## src/rtl/pipe_hazard_ctrl.sv

```systemverilog
// Stall/flush sequencer for the 5-stage pipeline: load-use bubbles, taken-branch
// flushes and multdiv waits with a timeout release.
module pipe_hazard_ctrl #(
  parameter int unsigned MD_TIMEOUT = 40,
  parameter int unsigned CNT_W      = 6
) (
  input  logic             clk,
  input  logic             reset,
  input  logic             lu_hazard,
  input  logic             br_taken,
  input  logic             md_start,
  input  logic             md_ready,
  input  logic             md_exc,
  output logic             pc_en,
  output logic             fd_en,
  output logic             dx_en,
  output logic             xm_en,
  output logic             mw_en,
  output logic             fd_clr,
  output logic             dx_clr,
  output logic             xm_clr,
  output logic             mw_clr,
  output logic             md_go,
  output logic             md_timeout,
  output logic [CNT_W-1:0] wait_cnt,
  output logic             busy
);

  typedef enum logic {
    RUN     = 1'b0,
    MD_WAIT = 1'b1
  } state_t;

  localparam logic [CNT_W-1:0] CNT_LAST = CNT_W'(MD_TIMEOUT - 1);
  localparam logic [CNT_W-1:0] CNT_SAT  = CNT_W'(MD_TIMEOUT);

  state_t           r_state;
  state_t           w_state_nxt;
  logic [CNT_W-1:0] r_wait_cnt;
  logic [CNT_W-1:0] w_cnt_nxt;
  logic             r_md_timeout;
  logic             w_timeout_nxt;
  logic             w_hit_last;

  assign w_hit_last = (r_wait_cnt == CNT_LAST);

  always_comb begin
    pc_en         = 1'b1;
    fd_en         = 1'b1;
    dx_en         = 1'b1;
    xm_en         = 1'b1;
    mw_en         = 1'b1;
    fd_clr        = 1'b0;
    dx_clr        = 1'b0;
    xm_clr        = 1'b0;
    mw_clr        = 1'b0;
    md_go         = 1'b0;
    w_state_nxt   = r_state;
    w_cnt_nxt     = r_wait_cnt;
    w_timeout_nxt = r_md_timeout;

    if (reset) begin
      {pc_en, fd_en, dx_en, xm_en, mw_en} = '0;
      {fd_clr, dx_clr, xm_clr, mw_clr}    = '1;
    end else begin
      unique case (r_state)
        RUN: begin
          if (md_start) begin
            md_go       = 1'b1;
            pc_en       = 1'b0;
            fd_en       = 1'b0;
            dx_en       = 1'b0;
            xm_clr      = 1'b1;
            w_state_nxt = MD_WAIT;
            w_cnt_nxt   = '0;
          end else if (br_taken) begin
            fd_clr = 1'b1;
            dx_clr = 1'b1;
          end else if (lu_hazard) begin
            pc_en  = 1'b0;
            fd_en  = 1'b0;
            dx_clr = 1'b1;
          end
        end
        MD_WAIT: begin
          // EX is frozen here, so branch/load-use/start inputs are not looked at
          if (md_ready || md_exc || w_hit_last) begin
            w_state_nxt = RUN;
            w_cnt_nxt   = '0;
            if (!md_ready && !md_exc)
              w_timeout_nxt = 1'b1;
          end else begin
            pc_en  = 1'b0;
            fd_en  = 1'b0;
            dx_en  = 1'b0;
            xm_clr = 1'b1;
            if (r_wait_cnt != CNT_SAT)
              w_cnt_nxt = r_wait_cnt + 1'b1;
          end
        end
        default: w_state_nxt = RUN;
      endcase
    end
  end

  always_ff @(posedge clk) begin
    if (reset) begin
      r_state      <= RUN;
      r_wait_cnt   <= '0;
      r_md_timeout <= 1'b0;
    end else begin
      r_state      <= w_state_nxt;
      r_wait_cnt   <= w_cnt_nxt;
      r_md_timeout <= w_timeout_nxt;
    end
  end

  assign md_timeout = r_md_timeout;
  assign wait_cnt   = r_wait_cnt;
  assign busy       = (r_state == MD_WAIT);

endmodule

```

## config.mk

```make
export PLATFORM = sky130hd
export DESIGN_NAME = pipe_hazard_ctrl
export DESIGN_NICKNAME = d
export VERILOG_FILES = /design/src/rtl/pipe_hazard_ctrl.sv
export SDC_FILE = /design/constraint.sdc
export NUM_CORES = 1
export LEC_CHECK = 0
export ABC_AREA = 1
export BUFFER_PORTS_ARGS = -buffer_cell sky130_fd_sc_hd__buf_2
export CAP_MARGIN = 25
export CORE_MARGIN = 2
export CORE_UTILIZATION = 41
export DETAILED_ROUTE_END_ITERATION = 8
export PLACE_DENSITY = 0.72
export SLEW_MARGIN = 20
export SYNTH_ARGS = -nofsm -noshare
export SYNTH_HDL_FRONTEND = slang
export SYNTH_SLANG_ARGS = --single-unit
```

## constraint.sdc

```tcl
create_clock -name clk -period 1.55 [get_ports clk]
set_input_delay 0.155 -clock clk [delete_from_list [all_inputs] [get_ports clk]]
set_output_delay 0.155 -clock clk [all_outputs]
set_load 0.02 [all_outputs]
```

==> flow_summary.ini, run 1 <==
[route]
avgRoutedWirePerCell_um = 12.6
dr.first_iter.drc_count = 18
vias = 759
first_pass_iters = 4
ant_nets = 0
wirelength_um = 1910
remaining_drc_errors = 0
vias_per_cell = 4.99

[global_routing]
grt_pass1_vias = 627
grt_pass1_wl_um = 2540
grt_usage_pct = 18.3
antenna_found_initial = 0
grt_overflow = 0
grt_max_degree = 10

[clocking]
cts_tree = done
numCtsBuffers = 3
clockRootBuffer = clkbuf_4
cts.path.max_buffers = 2
postCtsHoldBufs = 0
cts_sinks = 8
htreeDepth = 1
clk_pin_slew_ps = 60
clk_latency_ps = 270

[floorplan]
rows = 14
num_io_pins = 25
die-area_um2 = 1850
dieHeight_um = 43.0
start_util_pct = 42.3
coreArea_um2 = 1470
die_width_um = 43.0

[setup_path]
critical_path_class = register to output pin
endpoint_kind = output pin
crit_required_ps = 1390
worstPathArrival_ps = 1600
crit_fanout = 4
start_kind = register

[yosys]
synth_cell_types = 22
synth_top_area_cell = dfxtp_1
synth_area_leaders = dfxtp_1 (26%), nand2_1 (11%), inv_1 (9.6%), nor2_1 (7.8%), nand3_1 (6.4%)
netlist.area_leader.share_pct = 25.7
synth_top_family_by_area = simple AND/OR/NAND/NOR gates
ys_ff_latch = 8
synth_compound_area_share_pct = 9.04
synth_nets = 104
syn_area_per_cell_um2 = 6.56
synthMuxAreaShare_pct = 0
synth_simple_gate_area_share_pct = 46.0
yosys_warnings = 0
syn_area_um2 = 623
ys_seq_area_share_pct = 25.7
synth-xor-area-share_pct = 1.41
synthAdderAreaFrac_pct = 4.02
syn_inst = 95

[status]
status = finished, violations left
violations = negative setup slack

[sta]
max_freq_mhz = 570
skew_ps = 5.08
hold_ws_ps = 145
hold_violations = 0
finalSetupViolCount = 4
post-route-period-util_pct = 113
fin_crit_ps = 1750
grt_setup_unrepaired = yes
slew_headroom_pct = 80.5
drv_slew = 0
fin_ws_ps = -204
worst_pin_slew_ps = 291

[finish]
synthToLayoutAreaGrowth_pct = 61.8
multi_input_area_um2 = 447
final_cell_mix = buf_2 (19), nand2_1 (17), inv_1 (14), buf_4 (14), nor2_1 (10)
stdcell_count = 152
layout_commonest_cell = buf_2
final_core_util_pct = 68.5
regArea_um2 = 170
drive_above_1_share_pct = 52.2
fillers = 121
diodes = 0
nets = 146

[place]
gp_congestion = 0.813
place_inst = 138
hpwl_um = 1220
port_buffers = 24

[worst_hold_path]
hp-class = primary input to register

[pwr]
power_mw = 0.629
power.density_nw_per_um2 = 624
peakVddDrop_mv = 0.607
total_leakage_power_nw = 0.512

[flow_run]
cap_viol_max_count = 0
area by class of cell:
class | count | area share (%)
multi-input cells | 67 | 44.3
repair buffers | 40 | 27.7
flip-flops and latches | 8 | 16.9
inverters | 17 | 6.58
clock buffers | 4 | 2.61
well taps | 16 | 1.99
flip-flops by register name, indices dropped and copies added (netlist names):
register / count
busy: 1
md_timeout: 1
wait_cnt: 6
synthesized netlist by cell type (all sizes together):
library cell	n
a31oi	1
a21boi	1
buf	3
nand3	8
o211ai	1
clkinv	1
nor2	17
inv	16
nand2	25
nand4	3
o21ai	2
dfxtp	8
a21oi	5
nor3	1
xor2	1
ha	2
power by group:
part	internal [mW]	total, mW	switching (mW)
Sequential	0.213	0.225	0.0114
Clock	0.0997	0.190	0.0901
Combinational	0.0914	0.214	0.123
Total	0.404	0.629	0.224
per-layer routing:
layer,wire [um],share of wire [%],GRT usage [%]
met1,859,45,23.5
met2,934,49,28.8
met3,64,3.3,4.26
met4,55,2.9,8.48
met5,0,0,0
critical path, stage by stage, from the launching register on:
cell and delay, ps:
dfxtp_4 360, ha_4 170, nand2_4 80, nor2_4 40
a21boi_2 190, nor2_2 60, nor3_2 210, nor2_4 80
buf_6 140
per-stage QoR:
stage / TNS [ps] / setup WS, ps / cell area (um2)
after global routing: -963 / -270 / 1010
after floorplan: -111 / -111 / 664
final: -700 / -204 / 1010
after global placement: 0 / 34.2 / 823
after CTS: -484 / -172 / 901
after detailed placement: -9.60 / -7.25 / 823
path summary, 6_finish.rpt:
path                from     endpoint  slack [ps]  cells past startpoint
min                reset         busy         140                      2
max reg2reg  wait_cnt[0]  wait_cnt[1]          60                     11
min reg2reg   md_timeout   md_timeout         450                      2
max          wait_cnt[1]        fd_en        -200                      8
kinds of logic after synthesis:
logic type	Yosys count
DFF	8
xor gates and xnor gates	1
buffers and inverters	20
and+or+nand+nor	54
AOI/OAI and AO/OA	10
adders and majority gates	2
timing repair:
item / in CTS / in global routing
setup buffers: 3 / 7
pin swaps: 2 / 6
endpoints found under the setup margin: 4 / 7
resized for setup: 10 / 16
Note: power is estimated with default switching activity, not from simulation.
==> inputs of run 2 (changes only) <==
--- a/config.mk
+++ b/config.mk
@@ -8,11 +8,12 @@
 export ABC_AREA = 1
 export BUFFER_PORTS_ARGS = -buffer_cell sky130_fd_sc_hd__buf_2
 export CAP_MARGIN = 25
+export CELL_PAD_IN_SITES_DETAIL_PLACEMENT = 1
+export CELL_PAD_IN_SITES_GLOBAL_PLACEMENT = 1
 export CORE_MARGIN = 2
-export CORE_UTILIZATION = 41
+export CORE_UTILIZATION = 28
 export DETAILED_ROUTE_END_ITERATION = 8
-export PLACE_DENSITY = 0.72
-export SLEW_MARGIN = 20
+export PLACE_DENSITY_LB_ADDON = 0.1
 export SYNTH_ARGS = -nofsm -noshare
 export SYNTH_HDL_FRONTEND = slang
 export SYNTH_SLANG_ARGS = --single-unit
==> run 2 against run 1 <==
  * The flow still finishes with violations (negative setup slack)
  * Clock skew grew 3.2 ps
  * Clock power down 4%
  * Core utilization shrank 23 points
  * Register-to-register slack barely moved
  * Via count is 0.13% lower
  * Critical path type unchanged
  * Highest routed layer unchanged
==> flow_summary.ini, run 2 (same netlist as run 1, synthesis figures left out) <==
[status]
status = finished, violations left
violations = negative setup slack

[place]
gp_congestion = 0.859
placed_area_um2 = 838
pre_cts_ws_ps = 19.3
hpwl_um = 1540
port_buffers = 24

[route]
first_pass_iters = 4
avgRoutedWirePerCell_um = 12.6
dr.first_iter.drc_count = 2
wl_met1_um = 931
vias = 758
top_layer_used = met4
ant_nets = 0
remaining_drc_errors = 0
wl_met3_um = 70
wirelength_um = 2020
route.met2.wl_um = 980
vias_per_cell = 4.71

[floorplan]
die-area_um2 = 2620
coreArea_um2 = 2150
dieHeight_um = 51.2
rows = 17
die_width_um = 51.2
num_io_pins = 25
start_util_pct = 29.0

[finish]
fillers = 289
largest_register_ffs = 6
drive_above_1_share_pct = 51.1
final_cell_mix = nand2_1 (19), buf_2 (19), buf_4 (14), inv_1 (13), nor2_1 (10)
diodes = 0
final_core_util_pct = 46.0
synthToLayoutAreaGrowth_pct = 58.6
nets = 143
postLayoutCellArea_um2 = 988

[clocking]
cts_tree = done
cts.path.max_buffers = 2
clk_latency_ps = 270
clk_pin_slew_ps = 60
htreeDepth = 1
numCtsBuffers = 3
cts_sinks = 8
postCtsHoldBufs = 0
clockRootBuffer = clkbuf_4

[setup_path]
path_buf_inv = 1
crit_fanout = 2
start_kind = register
crit_required_ps = 1390
path_cells = ha_4, nand2_4, nor2_4, a21boi_2, nor2_2, nor3_2, nor2_4, buf_6
slowest_delay_ps = 350
critical_path_class = register to output pin
slowest_stage = dfxtp_4
endpoint_kind = output pin
cpMostUsedCell = nor2_4
crit_family = simple AND/OR/NAND/NOR gates
worstPathArrival_ps = 1520

[global_routing]
grt_max_degree = 10
grt_overflow = 0
grt_usage_pct = 17.8
grt_pass1_vias = 699
antenna_found_initial = 0
grt_pass1_wl_um = 3320

[sta]
finalSetupViolCount = 4
fin_crit_ps = 1670
post-route-period-util_pct = 108
skew_ps = 8.30
fin_tns_setup_ps = -308
slew_headroom_pct = 81.2
fin_ws_ps = -121
worst_pin_slew_ps = 280
max_freq_mhz = 598
grt_setup_unrepaired = yes
drv_slew = 0
hold_violations = 0

[flow_run]
cap_viol_max_count = 0

[pwr]
peakVddDrop_mv = 0.412
total_leakage_power_nw = 0.496
power.density_nw_per_um2 = 609

[worst_hold_path]
hp-class = primary input to register
## run 2: cell types whose count changed in the layout (fill, tap and decap cells not counted)
cell and delta:
inv_2 +2, nor2_2 -1, dfxtp_1 -1, inv_1 -1, nand2_2 -2, inv_4 -1, dfxtp_2 +1, nand2_1 +2
nor2_4 +1, buf_6 -3
## run 2: area by class of cell
| type | instances | area, um2 | share of cell area, % |
|---|---|---|---|
| Inverter | 17 | 63.8 | 6.46 |
| Timing Repair Buffer | 37 | 245 | 24.8 |
| Sequential cell | 8 | 171 | 17.3 |
| Multi-Input combinational cell | 67 | 447 | 45.2 |
| Tap cell | 28 | 35.0 | 3.54 |
| Clock buffer | 4 | 26.3 | 2.66 |
## run 2: report_power, final
| part | leakage [nW] | internal [mW] | switching, mW |
|---|---|---|---|
| combinational | 0.413 | 0.0768 | 0.118 |
| clock | 0.0150 | 0.0993 | 0.0838 |
| sequential | 0.0678 | 0.214 | 0.0108 |
## run 2: worst paths after layout
kind | to | from | cells past startpoint | slack, ps
worst max-delay path | fd_en | wait_cnt[0] | 8 | -120
worst min-delay path | wait_cnt[2] | reset | 2 | 150
worst max register to register | wait_cnt[1] | wait_cnt[0] | 10 | 70
worst min register to register | md_timeout | md_timeout | 2 | 450
## run 2: metrics by stage
stage	cells	hold slack, ps	total power [mW]
final	161	146	0.602
after global routing	161	140	0.651
after CTS	159	146	0.602
after detailed placement	150	438	0.390
after global placement	150	428	0.387
after floorplan	95	217	0.336
## run 2: metal layers
layer / track usage [%] / up-vias
met5: 0 / -
met1: 22.8 / 363
met2: 27.1 / 14
li1: - / 375
met3: 6.43 / 6
met4: 6.76 / 0
## run 2: repair_timing
action / in CTS / in global routing
gates resized for setup: 13 / 10
setup endpoints to repair: 5 / 9
endpoints found under the hold margin: 0 / 0
pin swaps: 8 / 5
setup buffers: 5 / 2
